**src/rtl/control_sequencer.sv**
```systemverilog
// ---------------------------------------------------------------------------
// control_sequencer
//
// Multi-cycle instruction sequencer for the accumulator core. One instruction
// (TypeBit + OP) is accepted per handshake. All control strobes are registered,
// so they appear the cycle after acceptance. Memory instructions (lw/sw)
// occupy MEM_LAT cycles and stall the fetch stage on all but their final
// cycle. Halt (OP 15) parks the block in HALTED until Resume. Opcodes >= 16
// with TypeBit = 1 set a sticky Illegal flag.
//
// Parameters:
//   OP_W     opcode width (>= 4); encodings >= 16 are illegal
//   MEM_LAT  cycles occupied by lw/sw (>= 1)
//
// Ports:
//   Clk        in   system clock, rising edge
//   Reset_n    in   synchronous active-low reset
//   InstValid  in   instruction on TypeBit/OP is valid
//   TypeBit    in   0 = geti (OP ignored), 1 = register form
//   OP         in   opcode [OP_W-1:0]
//   Resume     in   leave HALTED
//   RWrite, AWrite, Branch, LookUp,
//   ReadMem, WriteMem, isMem, OvfClr  out  registered control strobes
//   Halt       out  high while HALTED
//   Stall      out  upstream must hold instruction and PC
//   InstDone   out  pulse on the final cycle of each accepted instruction
//   Illegal    out  sticky illegal-opcode flag
// ---------------------------------------------------------------------------
module control_sequencer #(
    parameter int OP_W    = 4,
    parameter int MEM_LAT = 2
) (
    input  logic            Clk,
    input  logic            Reset_n,
    input  logic            InstValid,
    input  logic            TypeBit,
    input  logic [OP_W-1:0] OP,
    input  logic            Resume,
    output logic            RWrite,
    output logic            AWrite,
    output logic            Branch,
    output logic            LookUp,
    output logic            ReadMem,
    output logic            WriteMem,
    output logic            isMem,
    output logic            OvfClr,
    output logic            Halt,
    output logic            Stall,
    output logic            InstDone,
    output logic            Illegal
);

    localparam int CNT_W = $clog2(MEM_LAT + 1);
    localparam logic [CNT_W-1:0] CNT_LOAD = CNT_W'(MEM_LAT - 1);

    typedef enum logic [1:0] {
        S_IDLE,
        S_MEM,
        S_HALTED
    } state_t;

    typedef struct packed {
        logic rwrite;
        logic awrite;
        logic branch;
        logic lookup;
        logic read_mem;
        logic write_mem;
        logic is_mem;
        logic ovf_clr;
        logic halt;
        logic stall;
        logic inst_done;
    } ctrl_t;

    state_t           state_q,   state_d;
    logic [CNT_W-1:0] cnt_q,     cnt_d;
    logic             is_lw_q,   is_lw_d;
    logic             illegal_q, illegal_d;
    ctrl_t            ctrl_q,    ctrl_d;

    logic accept;
    logic op_illegal;

    // Only the bits above the 4-bit defined range can make an opcode illegal.
    if (OP_W > 4) begin : g_wide_op
        assign op_illegal = |OP[OP_W-1:4];
    end else begin : g_narrow_op
        assign op_illegal = 1'b0;
    end

    // Stall is the registered output, so acceptance never depends
    // combinationally on this cycle's decode.
    assign accept = InstValid && !ctrl_q.stall && (state_q != S_HALTED);

    always_comb begin
        // NOTE: every signal written here gets a default first; a path that
        // leaves one unassigned would infer a latch.
        state_d   = state_q;
        cnt_d     = cnt_q;
        is_lw_d   = is_lw_q;
        illegal_d = illegal_q;
        ctrl_d    = '0;

        unique case (state_q)
            S_IDLE: ;
            S_MEM: begin
                if (cnt_q != '0) begin
                    cnt_d = cnt_q - CNT_W'(1);
                end else begin
                    state_d = S_IDLE;
                end
            end
            S_HALTED: begin
                if (Resume) begin
                    state_d = S_IDLE;
                end else begin
                    ctrl_d.halt  = 1'b1;
                    ctrl_d.stall = 1'b1;
                end
            end
            default: state_d = S_IDLE;
        endcase

        // Accept is possible in IDLE and on the final MEM cycle (back-to-back).
        if (accept) begin
            ctrl_d.inst_done = 1'b1;
            if (!TypeBit) begin
                ctrl_d.awrite = 1'b1;
            end else if (op_illegal) begin
                illegal_d = 1'b1;
            end else begin
                unique case (OP[3:0])
                    4'd0, 4'd4, 4'd5, 4'd9, 4'd10,
                    4'd11, 4'd12, 4'd13, 4'd14: ctrl_d.awrite = 1'b1;
                    4'd1:       ctrl_d.rwrite = 1'b1;
                    4'd2, 4'd3: begin
                        state_d          = S_MEM;
                        cnt_d            = CNT_LOAD;
                        is_lw_d          = (OP[3:0] == 4'd2);
                        ctrl_d.inst_done = 1'b0;
                    end
                    4'd6:       ctrl_d.ovf_clr = 1'b1;
                    4'd7, 4'd8: begin
                        ctrl_d.branch = 1'b1;
                        ctrl_d.lookup = 1'b1;
                    end
                    4'd15: begin
                        state_d      = S_HALTED;
                        ctrl_d.halt  = 1'b1;
                        ctrl_d.stall = 1'b1;
                    end
                endcase
            end
        end

        // MEM-cycle strobes follow from the next state and count, covering
        // both the first MEM cycle and the later ones in one place.
        if (state_d == S_MEM) begin
            ctrl_d.read_mem  = is_lw_d;
            ctrl_d.is_mem    = is_lw_d;
            ctrl_d.write_mem = !is_lw_d;
            ctrl_d.stall     = (cnt_d != '0);
            ctrl_d.inst_done = (cnt_d == '0);
            ctrl_d.awrite    = is_lw_d && (cnt_d == '0);
        end
    end

    // NOTE: state is updated with non-blocking assignments so every flop
    // samples the pre-edge values regardless of statement order.
    always_ff @(posedge Clk) begin
        if (!Reset_n) begin
            state_q   <= S_IDLE;
            cnt_q     <= '0;
            is_lw_q   <= 1'b0;
            illegal_q <= 1'b0;
            ctrl_q    <= '0;
        end else begin
            state_q   <= state_d;
            cnt_q     <= cnt_d;
            is_lw_q   <= is_lw_d;
            illegal_q <= illegal_d;
            ctrl_q    <= ctrl_d;
        end
    end

    assign RWrite   = ctrl_q.rwrite;
    assign AWrite   = ctrl_q.awrite;
    assign Branch   = ctrl_q.branch;
    assign LookUp   = ctrl_q.lookup;
    assign ReadMem  = ctrl_q.read_mem;
    assign WriteMem = ctrl_q.write_mem;
    assign isMem    = ctrl_q.is_mem;
    assign OvfClr   = ctrl_q.ovf_clr;
    assign Halt     = ctrl_q.halt;
    assign Stall    = ctrl_q.stall;
    assign InstDone = ctrl_q.inst_done;
    assign Illegal  = illegal_q;

endmodule

```
**config.mk**
```make
export PLATFORM = sky130hd
export DESIGN_NAME = control_sequencer
export DESIGN_NICKNAME = d
export VERILOG_FILES = /design/src/rtl/control_sequencer.sv
export SDC_FILE = /design/constraint.sdc
export NUM_CORES = 1
export LEC_CHECK = 0
export CELL_PAD_IN_SITES_DETAIL_PLACEMENT = 2
export CELL_PAD_IN_SITES_GLOBAL_PLACEMENT = 2
export CORE_ASPECT_RATIO = 1.1
export CORE_MARGIN = 4
export CORE_UTILIZATION = 25
export DETAILED_ROUTE_END_ITERATION = 16
export PLACE_DENSITY_LB_ADDON = 0.1
export SYNTH_ARGS = -nofsm -noshare
export SYNTH_HDL_FRONTEND = slang
export SYNTH_SLANG_ARGS = --single-unit
```
**constraint.sdc**
```tcl
create_clock -name Clk -period 2.1 [get_ports Clk]
set_clock_uncertainty 0.2 [all_clocks]
set_input_delay 0.525 -clock Clk [delete_from_list [all_inputs] [get_ports Clk]]
set_output_delay 0.525 -clock Clk [all_outputs]
set_load 0.01 [all_outputs]
```
# Yosys cells after proc, flatten, opt, wreduce, memory -nomap -nowiden
# Index checks and enable logic that the tools add are counted.
[totals] ff_bits=15 input_bits=9 wordCells=77 output_inout_bits=12
[classes] n_addsub=1 reduce_logical=15 mux=29 eq_ne=19
[op_table] operator="$eq 4x4->1 const B" n=8
[op_table] operator="$mux 2" n=15
[op_table] operator="$eq 4x3->1 const B" n=4
[op_table] operator="$mux 1" n=9
[op_table] operator="$mux 3" n=3
[op_table] operator="$reduce_or 9->1" n=1
[op_table] operator="$eq 4x2->1 const B" n=2
[op_table] operator="$pmux 2 s3" n=1
[op_table] operator="$eq 2x1->1 const B" n=2
[op_table] operator="$eq 4x1->1 const B" n=1
[op_table] operator="$logic_not 2->1" n=2
[op_table] operator="$logic_not 4->1" n=1
[op_table] operator="$pmux 2 s2" n=1
[op_table] operator="$reduce_bool 2->1" n=2
[op_table] operator="$reduce_or 2->1" n=2
[op_table] operator="$logic_and 1x1->1" n=3
[op_table] operator="$reduce_and 3->1" n=1
[op_table] operator="$eq 2x2->1 const B" n=1
[op_table] operator="$logic_not 1->1" n=2
[op_table] operator="$ne 2x2->1 const B" n=1
[op_table] operator="$reduce_and 2->1" n=1
[op_table] operator="$sub 2x1->2 const B" n=1

# Logic depth before layout (Yosys ltp)
# Gate-level depths: netlist of run 1.
[logic_depth] word_depth=9 depth_mapped=4 ltp_nobuf=4

# Worst setup path after synthesis of run 1
# OpenSTA, ideal clock, no wires.
[synth_timing] path_kind="input-to-reg" start="input InstValid" end="register ctrl_q (netlist bit isMem)" setup_ns=0.080 setup_slack_ns=0.388 arrival_time_ns=1.432 path_stages=4 cell_sequence="or2b_1 nor3_4 mux2i_1 nor3b_1"
[synth_between] elab_chain_cells=5
[synth_lines] element="from (decl)" line="35" text="input logic InstValid,"
[synth_lines] element="$logic_and 1x1->1 * (2 in series)" line="94" text="assign accept = InstValid && !ctrl_q.stall && (state_q != S_HALTED);"
[synth_lines] element="$mux 2" line="126" text="if (accept) begin"
[synth_lines] element="$eq 2x1->1" line="159" text="if (state_d == S_MEM) begin"
[synth_lines] element="$reduce_and 2->1 (no source line)"
[synth_lines] element="to (signal assigned)" line="183" text="ctrl_q <= ctrl_d;"
[synth_lines] element="to (decl)" line="80" text="ctrl_t ctrl_q, ctrl_d;"
# Mark *: on every way between the ends. The rest lies on a longest branch, timed or not.
# A chain may end at the register's enable or synchronous reset.

# Worst setup path after layout of run 1
[layout_timing] start="input OP[3]" end="register ctrl_q (netlist bit Stall)"
[layout_between] elab_chain_cells=7
[layout_lines] element="from (decl)" line="37" text="input logic [OP_W-1:0] OP,"
[layout_lines] element="$eq 4x2->1" line="133" text="unique case (OP[3:0])"
[layout_lines] element="$reduce_or 2->1" line="133"
[layout_lines] element="$pmux 2 s2 / $mux 2 (equally long branches)" line="133"
[layout_lines] element="$mux 2" line="128" text="if (!TypeBit) begin"
[layout_lines] element="$mux 2" line="126"
[layout_lines] element="$eq 2x1->1 / $reduce_bool 2->1 (equally long branches)" line="159, 163"
[layout_lines] element="$mux 2 *" line="159"
# Marked as above.

==> impl_metrics.py, run 1 <==
metrics = {
    "power_and_ir_drop": {
        "swShare_pct": 23.9,
        "p_seq_share_pct": 49.6,
        "p_int_uw": 417,
        "power_frac_clock_pct": 36.7,
        "p_leak_uw": 0.000356,
        "ir_drop_mv": 0.258,
        "p_sw_uw": 131,
        "pwr-share-comb_pct": 13.8,
        "p_per_area_nw_per_um2": 565,
        "power.total_uw": 548,
    },
    "floorplan": {
        "die_h_microns": 61.9,
        "die_w_microns": 57.0,
        "io_pins": 21,
        "core-area_sq_um": 2520,
        "die_area_sq_um": 3530,
        "initial_core_util_pct": 26.2,
        "rows": 19,
    },
    "drt": {
        "via_per_inst": 4.57,
        "drc": 0,
        "wirelength_mm": 1.83,
        "drt_iter0_drc": 5,
        "avgRoutedWirePerCell_microns": 13.9,
        "vias": 599,
        "first_pass_iters": 2,
        "ant_nets": 0,
    },
    "setup_path": {
        "timing.rr.start": "state_q[1]$_SDFF_PN0_",
        "cp-startpoint": "OP[3]",
        "worst-path-buf-inv": 1,
        "critPathLaunchType": "input port",
        "cp_max_fo": 6,
        "critPathArrivalTime_ns": 1.92,
        "end_kind": "flip-flop",
        "critPathKind": "in -> reg",
        "slowest_delay_ns": 0.49,
        "crit_slowest_cell": "clkdlybuf4s50_1",
        "worstPathRequired_ns": 2.08,
        "path_delay_family": "compound AO/OA/AOI/OAI gates",
        "rrSetupSlack_ns": 0.46,
        "crit_chain": "clkdlybuf4s50_1, and3_1, nand4b_1, o21ai_0, o31a_2",
    },
    "status": {
        "outcome": "finished, final reports clean",
    },
    "global_routing": {
        "grt_pass1_vias": 642,
        "antenna_found_initial": 0,
        "grt_max_degree": 9,
        "grt.overflow.total": 0,
        "grt.total_usage_pct": 11.1,
        "grt_first_pass_wirelength_mm": 3.04,
    },
    "synth": {
        "synth-xor-area-share_pct": 0,
        "synth_top_area_share_pct": 42.4,
        "yosys_warnings": 0,
        "synth_area_sq_um": 661,
        "synth_ff_type": "dfxtp_1",
        "syn_avg_cell_area_sq_um": 9.30,
        "ys_top_cells_by_area": "dfxtp_1, nor2_1, nand4bb_4",
        "ys_ff_latch": 14,
        "syn_inst": 71,
        "synth_top_family_by_area": "simple AND/OR/NAND/NOR gates",
        "seq_area_frac_synth_pct": 42.4,
        "synth_largest_area_cell": "dfxtp_1",
        "yosysUniqueCellTypes": 29,
        "muxShareOfSynthArea_pct": 3.03,
        "synth_edf_count": 0,
        "ys_async_sr_fraction_pct": 0,
        "synth_nets": 80,
        "yosys.area_share.simple_pct": 36.4,
        "synth-adder-area-share_pct": 0,
        "synth_compound_area_share_pct": 12.5,
    },
    "clocking": {
        "cts_sinks": 14,
        "cts_tree": "yes",
        "cts_resized": 0,
        "root_buffer": "clkbuf_4",
        "clk_pin_slew_ns": 0.10,
        "clk_path_buf_depth": 2,
        "htreeDepth": 1,
        "hold_buffers": 0,
        "clock_latency_ns": 0.28,
        "numCtsBuffers": 3,
        "postCtsSetupBuffers": 0,
    },
    "layout": {
        "drive_gt1_share_pct": 18.0,
        "area_delta_synth_final_pct": 47.0,
        "nNetsFinal": 110,
        "final_common_cell": "clkdlybuf4s50_1",
        "antenna-diode-count": 0,
        "mostFrequentLayoutCells": "clkdlybuf4s50_1, dfxtp_1, nor2_1, buf_4, nand3_1",
        "final_cell_count_no_fill": 131,
    },
    "sta": {
        "rsz0062_at_grt": "no",
        "setup_viol": 0,
        "fmax_mhz": 515,
        "hold_viol_final": 0,
        "period_share_pct": 92.4,
        "fin_ws_ns": 0.159,
        "report.final.slew_viol_count": 0,
        "min_period_ns": 1.94,
    },
    "worst_hold_path": {
        "min_from": "is_lw_q$_SDFF_PN0_",
        "worstHoldPathType": "reg -> reg",
    },
    "placement": {
        "dp_hpwl_mm": 1.46,
        "numPortBuffers": 19,
        "finalWeightedCongestion": 0.731,
        "dp_cells": 127,
        "dpl_worst_slack_ns": -0.145,
    },
    "job": {
        "drv_cap": 0,
    },
}
==> worst register-to-register path: stages, from the launching register on <==
cell and delay, ns:
dfxtp_1 0.34, nand2b_1 0.24, nor3b_1 0.37, mux2i_1 0.13, a211oi_1 0.26
==> through the flow <==
| step | TNS [ns] | hold WS (ns) | cell area (sq um) | util, % |
|---|---|---|---|---|
| final | 0 | 0.305 | 971 | 38.5 |
| after floorplan | 0 | 0.267 | 661 | - |
| after global placement | -0.622 | 0.289 | 935 | 37.1 |
| after detailed placement | -0.621 | 0.289 | 935 | 37.1 |
| after CTS | 0 | 0.311 | 971 | 38.5 |
| after global routing | 0 | 0.349 | 971 | 38.5 |
==> logic make-up after synthesis <==
family,Yosys count
buffers and inverters,6
AO/OA/AOI/OAI,10
AND/OR/NAND/NOR,38
flip-flops,14
multiplexers,2
other,1
==> power groups by stage <==
| stage | logic (uW) | registers (uW) | clock network [uW] |
|---|---|---|---|
| after floorplan | 28.7 | 280 | 0 |
| after global placement | 75.3 | 278 | 0 |
| after detailed placement | 75.7 | 278 | 0 |
| after CTS | 76.7 | 272 | 207 |
| after global routing | 82.2 | 273 | 218 |
| final | 75.5 | 272 | 201 |
==> metal layers <==
layer / part of all wire (%) / up-vias / GRT usage, %
li1: - / 303 / -
met1: 48 / 285 / 14.0
met2: 48 / 9 / 18.6
met3: 3.6 / 2 / 2.27
met4: 0.55 / 0 / 4.97
met5: 0 / - / 0
==> flip-flops by register name, summed over array words and instances (netlist names) <==
| register | count |
|---|---|
| InstDone | 1 |
| cnt_q | 2 |
| isMem | 1 |
| state_q | 2 |
| is_lw_q | 1 |
| Halt | 1 |
| Stall | 1 |
| AWrite | 1 |
| WriteMem | 1 |
| RWrite | 1 |
| Branch | 1 |
| OvfClr | 1 |
==> path summary, 6_finish.rpt <==
path | end | cells past startpoint
max | Stall$_SDFF_PN0_ | 5
min | AWrite$_SDFF_PN0_ | 2
max reg2reg | InstDone$_SDFF_PN0_ | 4
min reg2reg | AWrite$_SDFF_PN0_ | 2
==> Yosys cell counts, drive strengths merged (2+ instances only) <==
master and number:
nor4 3, nor3b 2, o31a 2, and2 4, mux2i 2, nand2b 3
dfxtp 14, nor2b 2, a21oi 2, inv 3, nor3 3, nand3 4
buf 3, nor2 9, nand2 3, a211oi 2
==> layout make-up <==
class,count,area (sq um)
clock buffers,4,36.3
fillers,289,1550
inverters,3,11.3
multi-input cells,51,347
flip-flops and latches,14,280
well taps,31,38.8
repair buffers,28,258
No activity file was read; power rests on OpenSTA's default activity.
==> run 2, diff against run 1 <==
Settings changed: ABC_CLOCK_PERIOD_IN_PS set to 2100.
==> results of run 2 <==
Final layout, timing and power as in run 1 (identical DEF).
==> run 3, diff against run 2 <==
Settings changed: CORE_UTILIZATION 25 to 30, DONT_BUFFER_PORTS set to 1.
==> run 3 against run 2 <==
Register-to-register slack lost 0.05 ns. Total power shrank 8.9%. Combinational power shrank 59%. Hold slack lost 0.19 ns. Non-clock buffer count shrank 28. Setup slack gained 0.25 ns. Sequential power is essentially flat. Global-route usage shrank 0.13 points. Via count shrank 19%. Critical path depth shrank 1. Count of clock-buffer cells in the layout is the same. Critical path type is now reg -> reg. Critical endpoint is now isMem$_SDFF_PN0_.
==> impl_metrics.py, run 3 (same netlist as run 1, synthesis figures left out) <==
metrics = {
    "status": {
        "outcome": "finished, final reports clean",
    },
    "sta": {
        "fin_ws_ns": 0.407,
        "period_share_pct": 80.6,
        "fmax_mhz": 591,
        "rsz0062_at_grt": "no",
        "min_period_ns": 1.69,
        "setup_viol": 0,
        "tns_ns": 0,
        "report.final.slew_viol_count": 0,
        "hold_viol_final": 0,
    },
    "layout": {
        "reg_top3": "cnt_q (2), state_q (2)",
        "num-fill-cells": 251,
        "area_delta_synth_final_pct": 7.39,
        "antenna-diode-count": 0,
        "final_cell_count_no_fill": 100,
        "final_common_cell": "dfxtp_1",
        "nNetsFinal": 82,
        "mostFrequentLayoutCells": "dfxtp_1, nor2_1, nand3_1",
        "final_util_pct": 34.7,
        "drive_gt1_share_pct": 12.5,
    },
    "clocking": {
        "cts_resized": 0,
        "hold_buffers": 0,
        "cts_sinks": 14,
        "clk_pin_slew_ns": 0.09,
        "clk_path_buf_depth": 2,
        "cts_tree": "yes",
        "numCtsBuffers": 3,
        "htreeDepth": 1,
        "root_buffer": "clkbuf_4",
        "postCtsSetupBuffers": 0,
        "clock_latency_ns": 0.28,
    },
    "drt": {
        "drt_iter0_drc": 2,
        "via_per_inst": 4.88,
        "drc": 0,
        "vias": 488,
        "wirelength_mm": 1.50,
        "first_pass_iters": 2,
        "ant_nets": 0,
        "avgRoutedWirePerCell_microns": 15.0,
    },
    "floorplan": {
        "die_w_microns": 52.7,
        "die_h_microns": 57.2,
        "initial_core_util_pct": 32.4,
        "rows": 17,
        "core-area_sq_um": 2040,
        "die_area_sq_um": 3020,
        "io_pins": 21,
    },
    "global_routing": {
        "grt_first_pass_wirelength_mm": 2.53,
        "grt.overflow.total": 0,
        "use_met2_pct": 18.4,
        "antenna_found_initial": 0,
        "busiest_layer": "met2",
        "grtUsageMet1_pct": 13.4,
        "grt.total_usage_pct": 11.0,
        "grt_pass1_vias": 537,
        "grtUsageMet3_pct": 3.13,
        "grt_max_degree": 9,
    },
    "job": {
        "drv_cap": 0,
    },
    "setup_path": {
        "critPathKind": "reg -> reg",
        "cp_max_fo": 5,
        "worstPathRequired_ns": 2.10,
        "end_kind": "flip-flop",
        "critPathArrivalTime_ns": 1.70,
        "rrSetupSlack_ns": 0.41,
        "critPathLaunchType": "flip-flop",
    },
    "power_and_ir_drop": {
        "swShare_pct": 21.8,
        "pwr-share-comb_pct": 6.3,
        "power.total_uw": 499,
        "p_per_area_nw_per_um2": 704,
        "p_leak_uw": 0.000245,
        "p_sw_uw": 109,
        "power_frac_clock_pct": 38.8,
        "p_seq_share_pct": 54.9,
        "ir_drop_mv": 0.271,
        "p_int_uw": 391,
    },
    "placement": {
        "numPortBuffers": 0,
        "dp_cells": 96,
        "finalWeightedCongestion": 0.737,
        "dpl_worst_slack_ns": 0.230,
        "dp_hpwl_mm": 1.25,
    },
    "worst_hold_path": {
        "worstHoldPathType": "in -> reg",
    },
}
==> run 3: cell types whose count changed in the layout (fill, tap and decap cells not counted) <==
cell             delta
clkdlybuf4s50_1    -19
buf_4               -9
==> run 3: worst max-delay path: stages, from the launching register on <==
cell and delay (ns):
dfxtp_1 0.36, or2b_1 0.28, nor3_4 0.29, mux2i_1 0.30
nor3b_1 0.19
==> run 3: power groups by stage <==
stage	clock network [uW]	registers, uW	logic, uW
final	194	274	31.3
after global routing	214	275	35.1
after CTS	205	275	31.9
after detailed placement	0	281	31.9
after global placement	0	281	32.2
after floorplan	0	280	28.7
==> run 3: through the flow <==
stage	hold WS, ns	area (sq um)
detailed placement	0.293	673
finish	0.112	709
CTS	0.102	709
global route	0.104	709
global placement	0.292	673
floorplan	0.267	661
==> run 3: worst paths after layout <==
check,from,to,depth (start not counted)
min reg2reg,is_lw_q$_SDFF_PN0_,AWrite$_SDFF_PN0_,2
max,Stall$_SDFF_PN0_,isMem$_SDFF_PN0_,4
max reg2reg,Stall$_SDFF_PN0_,isMem$_SDFF_PN0_,4
min,OP[1],RWrite$_SDFF_PN0_,1
==> run 3: layout make-up <==
type                       instances  area, sq um  share of cell area, %
inverter                           3         11.3                   1.59
multi-input combinational         51          347                   48.9
clock buffer                       4         36.3                   5.11
sequential                        14          280                   39.5
tap                               28         35.0                   4.94
==> run 3: metal layers <==
layer | vias to the layer above | wire, microns
met3 | 0 | 89
met1 | 233 | 634
met5 | - | 0
met4 | 0 | 0
met2 | 8 | 775
li1 | 247 | -
